**config.mk**
```make
export PLATFORM = sky130hd
export DESIGN_NAME = fifo_ctrl
export DESIGN_NICKNAME = d
export VERILOG_FILES = /design/src/rtl/fifo_pkg.sv /design/src/rtl/fifo_ptr.sv /design/src/rtl/fifo_ctrl.sv
export SDC_FILE = /design/constraint.sdc
export NUM_CORES = 1
export LEC_CHECK = 0
export ABC_AREA = 1
export BUFFER_PORTS_ARGS = -buffer_cell sky130_fd_sc_hd__clkbuf_2
export CAP_MARGIN = 20
export CORE_MARGIN = 8
export CORE_UTILIZATION = 49
export DETAILED_ROUTE_END_ITERATION = 16
export PLACE_DENSITY_LB_ADDON = 0.2
export SYNTH_ARGS = -nofsm -noshare
export SYNTH_HDL_FRONTEND = slang
export SYNTH_SLANG_ARGS = --single-unit
```
**constraint.sdc**
```tcl
create_clock -name clk -period 2.6 [get_ports clk]
set_input_delay 0.26 -clock clk [delete_from_list [all_inputs] [get_ports clk]]
set_output_delay 0.26 -clock clk [all_outputs]
set_load 0.005 [all_outputs]
```
**src/rtl/fifo_pkg.sv**
```systemverilog
// Shared types and default sizes for the FIFO controller slice.
package fifo_pkg;

   localparam int DEF_DATA_WIDTH = 8;
   localparam int DEF_ADDR_WIDTH = 5;

   typedef enum logic [1:0] {
      ST_EMPTY,
      ST_PARTIAL,
      ST_FULL
   } fifo_state_t;

endpackage

```
**src/rtl/fifo_ptr.sv**
```systemverilog
// Wrapping pointer with enable; MSB is the wrap bit of a FIFO pointer.
module fifo_ptr #(
   parameter int W = 6
) (
   input  logic         clk,
   input  logic         rstn,
   input  logic         en,
   output logic [W-1:0] ptr
);

   always_ff @(posedge clk or negedge rstn) begin
      if (!rstn) begin
         ptr <= '0;
      end else if (en) begin
         ptr <= ptr + W'(1);
      end
   end

endmodule

```
**src/rtl/fifo_ctrl.sv**
```systemverilog
// Synchronous FIFO controller driving an external dual-port memory
// with one-cycle registered read latency.
module fifo_ctrl
   import fifo_pkg::*;
#(
   parameter int DATA_WIDTH = DEF_DATA_WIDTH,
   parameter int ADDR_WIDTH = DEF_ADDR_WIDTH,
   parameter int AFULL_LVL  = 2**ADDR_WIDTH - 2,
   parameter int AEMPTY_LVL = 2
) (
   input  logic                  clk,
   input  logic                  rstn,
   input  logic                  push,
   input  logic [DATA_WIDTH-1:0] wdata,
   input  logic                  pop,
   output logic [DATA_WIDTH-1:0] rdata,
   output logic                  rvalid,
   output logic                  full,
   output logic                  empty,
   output logic                  almost_full,
   output logic                  almost_empty,
   output logic [ADDR_WIDTH:0]   count,
   output logic                  overflow,
   output logic                  underflow,
   output logic                  mem_we,
   output logic                  mem_re,
   output logic [ADDR_WIDTH-1:0] mem_waddr,
   output logic [ADDR_WIDTH-1:0] mem_raddr,
   output logic [DATA_WIDTH-1:0] mem_wdata,
   input  logic [DATA_WIDTH-1:0] mem_rdata
);

   localparam int PW = ADDR_WIDTH + 1;
   localparam logic [PW-1:0] LAST  = PW'(2**ADDR_WIDTH - 1);
   localparam logic [PW-1:0] ONE   = PW'(1);
   localparam logic [PW-1:0] AF_C  = PW'(AFULL_LVL);
   localparam logic [PW-1:0] AE_C  = PW'(AEMPTY_LVL);

   fifo_state_t   state;
   fifo_state_t   st_nxt;
   logic          push_acc;
   logic          pop_acc;
   logic          push_only;
   logic          pop_only;
   logic [PW-1:0] wptr;
   logic [PW-1:0] rptr;
   logic [PW-1:0] wptr_nxt;
   logic [PW-1:0] rptr_nxt;
   logic [PW-1:0] count_nxt;

   assign push_acc  = push & ~full;
   assign pop_acc   = pop & ~empty;
   assign push_only = push_acc & ~pop_acc;
   assign pop_only  = pop_acc & ~push_acc;

   // Gated by rstn so the strobes drop the moment reset asserts.
   assign mem_we    = push_acc & rstn;
   assign mem_re    = pop_acc & rstn;
   assign mem_waddr = wptr[ADDR_WIDTH-1:0];
   assign mem_raddr = rptr[ADDR_WIDTH-1:0];
   assign mem_wdata = wdata;
   assign rdata     = mem_rdata;

   fifo_ptr #(.W(PW)) u_wptr (
      .clk  (clk),
      .rstn (rstn),
      .en   (push_acc),
      .ptr  (wptr)
   );

   fifo_ptr #(.W(PW)) u_rptr (
      .clk  (clk),
      .rstn (rstn),
      .en   (pop_acc),
      .ptr  (rptr)
   );

   assign wptr_nxt  = wptr + PW'(push_acc);
   assign rptr_nxt  = rptr + PW'(pop_acc);
   assign count_nxt = wptr_nxt - rptr_nxt;

   always_comb begin
      st_nxt = state;
      case (state)
         ST_EMPTY: begin
            if (push_only) st_nxt = ST_PARTIAL;
         end
         ST_PARTIAL: begin
            if (push_only && count == LAST)
               st_nxt = ST_FULL;
            else if (pop_only && count == ONE)
               st_nxt = ST_EMPTY;
         end
         ST_FULL: begin
            if (pop_acc) st_nxt = ST_PARTIAL;
         end
         default: st_nxt = ST_EMPTY;
      endcase
   end

   always_ff @(posedge clk or negedge rstn) begin
      if (!rstn) begin
         state        <= ST_EMPTY;
         empty        <= 1'b1;
         full         <= 1'b0;
         count        <= '0;
         almost_empty <= 1'b1;
         almost_full  <= 1'b0;
         rvalid       <= 1'b0;
         overflow     <= 1'b0;
         underflow    <= 1'b0;
      end else begin
         state        <= st_nxt;
         empty        <= (st_nxt == ST_EMPTY);
         full         <= (st_nxt == ST_FULL);
         count        <= count_nxt;
         almost_empty <= (count_nxt <= AE_C);
         almost_full  <= (count_nxt >= AF_C);
         rvalid       <= pop_acc;
         overflow     <= push & full;
         underflow    <= pop & empty;
      end
   end

endmodule

```
==> results of run 1 <==
==> report_power, final <==
| part | switching, W | internal, W |
|---|---|---|
| registers | 0.000172 | 0.000624 |
| clock network | 0.000123 | 0.0000576 |
| logic | 0.000928 | 0.000725 |
| total | 0.00122 | 0.00141 |
==> placed cells by master, fill, tap and decap left out, types with 6 or more instances in the layout <==
master    instances
clkbuf_2         28
dfrtp_1          25
nand2_1          24
inv_1            23
nor2_1           12
ha_1             11
nand3_1          10
xor2_1            9
xnor2_1           6
==> cell usage after synthesis <==
library cell,count
nor2_2,1
a21oi_2,1
a21oi_1,4
o21bai_2,1
nand3_2,1
xnor2_1,6
nand2_1,24
inv_2,2
nor3_2,2
xor2_1,9
fa_1,3
inv_1,23
nand2_2,3
nand4_1,2
nor2_4,2
nor2_1,13
and2_0,1
nand2_4,2
o21ai_0,1
buf_4,26
nand3_1,10
dfrtp_1,25
dfstp_2,2
ha_1,12
==> area by class of cell <==
| type | count | share of cell area |
|---|---|---|
| clock inverters | 1 | 0.00288 |
| multi-input cells | 98 | 0.407 |
| clock buffers | 3 | 0.0130 |
| repair buffers | 32 | 0.0994 |
| well taps | 46 | 0.0331 |
| flip-flops and latches | 27 | 0.390 |
| inverters | 25 | 0.0540 |
==> path summary, 6_finish.rpt <==
kind	start	to	cells after the start
worst max-delay path	empty	almost_full	10
worst min-delay path	push	overflow	3
worst max register to register	empty	almost_full	10
worst min register to register	empty	underflow	2
max in group asynchronous	rstn	empty	3
min in group asynchronous	rstn	u_rptr.ptr[4]	3
==> stage by stage <==
step,total power (W),hold slack [ns]
2_1_floorplan,0.00207,-0.0356
3_3_place_gp,0.00238,0.278
3_5_place_dp,0.00241,0.285
4_1_cts,0.00261,0.136
5_1_grt,0.00297,0.134
6_report,0.00263,0.147
==> layer usage <==
layer  up-vias  wire length, um  track usage
met1       501             1300        0.147
met3        10              266       0.0323
met4         0               38       0.0348
met2        32             1390        0.193
li1        533                -            -
met5         -                0            0
==> critical path, cell delays in order (launching register included) <==
cell,delay (ns)
dfstp_2,0.61
inv_2,0.05
nand2_4,0.06
fa_2,0.19
fa_1,0.42
ha_2,0.22
fa_2,0.57
nand2_1,0.06
nor2_1,0.10
nand2_1,0.06
nand3_1,0.06
==> logic make-up after synthesis <==
kind of cell | count (synthesis) | share of synthesized area
AND/OR/NAND/NOR | 61 | 0.185
adder cells (fa/ha/maj) | 15 | 0.127
XOR/XNOR | 15 | 0.0791
AO/OA/AOI/OAI | 7 | 0.0271
flip-flops | 27 | 0.408
buffers and inverters | 51 | 0.174
==> what timing repair did <==
item,CTS,global route
hold buffers,1,0
gates resized for setup,0,5
endpoints found under the hold margin,25,0
setup endpoints to repair,0,3
buffers inserted,0,1
==> flip-flops by register name (all words and copies together), names as in the netlist <==
register	cells
almost_empty	1
almost_full	1
count	6
empty	1
full	1
overflow	1
rvalid	1
state	2
u_rptr.ptr	6
u_wptr.ptr	6
underflow	1
==> metrics.cfg, run 1 <==
[synthesis]
synth.area.top_cells = dfrtp_1 (38%), buf_4 (12%), ha_1 (9.0%)
synthDominantCellAreaShare = 0.377
ys_seq_area_frac = 0.408
postSynthCellCount = 176
synth_nets = 211
ys_types = 24
synth_seq_cells = 27
syn-cell-area_sq_um = 1660
yosys.area.top_type = dfrtp_1
synth.avg_cell_area_sq_um = 9.44
yosys_warnings = 0

[place]
dpl_cell_area_sq_um = 1680
hpwl_um = 2440
place_congestion = 0.846
dp.cells = 226
io_buffers = 28
pre_cts_ws_ns = 0.0571

[finish]
num-nets-final = 222
fin_util = 0.529
final_cells = 232
design_area_sq_um = 1740
drive_gt1_frac = 0.306
fillers = 304
area_delta_synth_final_pct = 4.59
diodes = 0
multi_input_area_sq_um = 708
seqCellArea_sq_um = 678

[die]
die_y_um = 74.2
rows = 21
core-area_sq_um = 3280
dieArea_sq_um = 5510
fp.dieW_um = 74.2
start_util = 0.506
ioPinCount = 61

[drt]
viasPerCell = 4.64
wl_um = 3000
drtAntennaViolNets = 0
drtIter0Drc = 33
dr.pass1.iters = 4
drc = 0
num_vias = 1076
post_drt_wl_per_cell_um = 12.9

[timing]
maxSlewViolCount = 0
worst_pin_slew_ns = 0.352
setup_viol = 0
fin_crit_ns = 2.45
hold_violations = 0
fin_worst_skew_ns = 0.00351
finalWorstSetupSlack_ns = 0.149
fin_setup_tns_ns = 0
fin_crit_sh = 0.943
relSlewSlack = 0.765
clock.fmax_mhz = 408

[pwr]
leakagePower_nw = 0.929
ir_drop_mv = 1.23
p_per_area_nw_per_um2 = 1510

[global_route]
grt_antenna_before_repair = 0
grt_pass1_vias = 1116
grt_pass1_wl_um = 5120
grtUsageTotal = 0.118
grt_max_degree = 29
grt_overflow = 0

[critical_path]
end_kind = register
cp_data_required_time_ns = 2.87
crit_type = reg2reg
cp_data_arrival_time_ns = 2.72
cp_max_fo = 4
cp-start-kind = register
reg2reg_setup_slack_ns = 0.15

[clock_tree]
cts_buffer_depth = 2
cts_sinks = 27
cts_made_buffers = 3
path_clk_slew_ns = 0.14
htree_levels = 1
clock_latency_ns = 0.32
cts_tree = yes
root_buffer = clkbuf_4

[run_status]
outcome = finished clean

[min_path]
worst_hold_path_type = in2reg

[flow_run]
drv_cap = 0

No activity file was read; power rests on OpenSTA's default activity.
==> run 2, diff against run 1 <==
CAP_MARGIN = unset   (was 20)
clock period = 2.8 ns   (was 2.6 ns; I/O delays follow)
==> run 2 against run 1 <==
- final cell count down 0.86%
- sequential share of layout area up 0.51 points
- clock-buffer cell count up 1
- register-to-register slack better by 0.04 ns
- critical path type unchanged
- worst setup slack better by 0.041 ns
- combinational power down 9%
- clock power down 8%
- critical path depth unchanged
- clock skew up 0.0026 ns
- total power down 8.2%
- highest routed layer unchanged
- first-iteration DRC count down 12%
==> metrics.cfg, run 2 (synthesized netlist as in run 1, its figures left out) <==
[run_status]
outcome = finished clean

[die]
rows = 21
dieArea_sq_um = 5510
die_y_um = 74.2
core-area_sq_um = 3280
start_util = 0.506
ioPinCount = 61
fp.dieW_um = 74.2

[clock_tree]
clock_latency_ns = 0.31
htree_levels = 1
cts_buffer_depth = 2
cts_sinks = 27
cts_made_buffers = 3
cts_tree = yes
root_buffer = clkbuf_4
path_clk_slew_ns = 0.14
post_cts_buffers = 0

[timing]
relSlewSlack = 0.770
fin_setup_tns_ns = 0
fin_crit_sh = 0.932
clock.fmax_mhz = 383
hold_violations = 0
rsz0062_at_grt = no
setup_viol = 0
fin_crit_ns = 2.61
worst_pin_slew_ns = 0.345
fin_worst_skew_ns = 0.00611
finalWorstSetupSlack_ns = 0.191
maxSlewViolCount = 0

[drt]
viasPerCell = 4.60
drc = 0
wl_um = 3010
dr.pass1.iters = 4
drtAntennaViolNets = 0
num_vias = 1059
post_drt_wl_per_cell_um = 13.1
drtIter0Drc = 29

[finish]
num-nets-final = 220
design_area_sq_um = 1720
drive_gt1_frac = 0.272
final_cells = 230
fin_util = 0.522
top_regs = count (6), u_rptr.ptr (6), u_wptr.ptr (6)
diodes = 0
final_common_cell = clkbuf_2
area_delta_synth_final_pct = 3.24
final_cell_mix = clkbuf_2 (28), dfrtp_1 (25), nand2_1 (24)

[place]
hpwl_um = 2470
io_buffers = 28
pre_cts_ws_ns = 0.167
dp.cells = 225
place_congestion = 0.839
dpl_cell_area_sq_um = 1670

[pwr]
leakagePower_nw = 0.921
ir_drop_mv = 0.860
p_per_area_nw_per_um2 = 1410

[critical_path]
crit_type = reg2reg
end_kind = register
cp_max_fo = 3
cp-start-kind = register
cp_top_family = adder cells
cp_slowest_cell = fa_1
crit_top_cell = fa_1
cp_data_required_time_ns = 3.06
cp_data_arrival_time_ns = 2.87
path_cells = inv_1 -> fa_1 -> fa_1 -> ha_1 -> fa_1 -> xor2_2 -> inv_1 -> nor2_1 -> nand2_1 -> nand3_1
max_stage_delay_ns = 0.45
cp.buffers_inverters = 2

[flow_run]
drv_cap = 0

[global_route]
grt_pass1_vias = 1097
grt_max_degree = 29
grtUsageTotal = 0.113
grt_pass1_wl_um = 4960
grt_overflow = 0
grt_antenna_before_repair = 0

[min_path]
worst_hold_path_type = in2reg

-- run 2: final cells by class --
type | count | area [sq um]
fill | 327 | 1570
sequential | 27 | 678
tap | 46 | 57.6
timing repair buffer | 30 | 158
multi-input combinational | 98 | 702
inverter | 25 | 93.8
clock buffer | 4 | 26.3
-- run 2: path summary, 6_finish.rpt --
| check | start | endpoint | slack, ns | depth (start not counted) |
|---|---|---|---|---|
| max in group asynchronous | rstn | almost_empty | 2.00 | 3 |
| min in group asynchronous | rstn | u_rptr.ptr[2] | 0.49 | 3 |
| setup / recovery | u_rptr.ptr[0] | almost_full | 0.19 | 10 |
| setup reg to reg | u_rptr.ptr[0] | almost_full | 0.19 | 10 |
| hold / removal | push | overflow | 0.17 | 3 |
| hold reg to reg | empty | underflow | 0.53 | 2 |
-- run 2: worst register-to-register path: stages (launching register included) --
cell and delay [ns]:
dfrtp_1 0.40, inv_1 0.11, fa_1 0.44, fa_1 0.45, ha_1 0.24, fa_1 0.43, xor2_2 0.19, inv_1 0.07
nor2_1 0.09, nand2_1 0.06, nand3_1 0.06
-- run 2: timing repair --
item,in CTS,in global routing
hold endpoints to repair,25,0
gates resized for setup,0,1
hold buffers,1,0
endpoints found under the setup margin,0,1
-- run 2: through the flow --
step	hold WS (ns)	power (W)
2_1_floorplan	-0.0156	0.00192
3_3_place_gp	0.296	0.00220
3_5_place_dp	0.307	0.00224
4_1_cts	0.174	0.00241
5_1_grt	0.172	0.00272
6_report	0.174	0.00241
-- run 2: where the power goes --
part	switching (W)	internal (W)
combinational	0.000856	0.000647
sequential	0.000166	0.000580
clock	0.000110	0.0000556
total	0.00113	0.00128
-- run 2: layer usage --
metal	global-route usage	wire (um)	up-vias
met5	0	0	-
met4	0.0326	32	0
met3	0.0310	253	10
met2	0.195	1430	28
met1	0.133	1290	488
li1	-	-	533
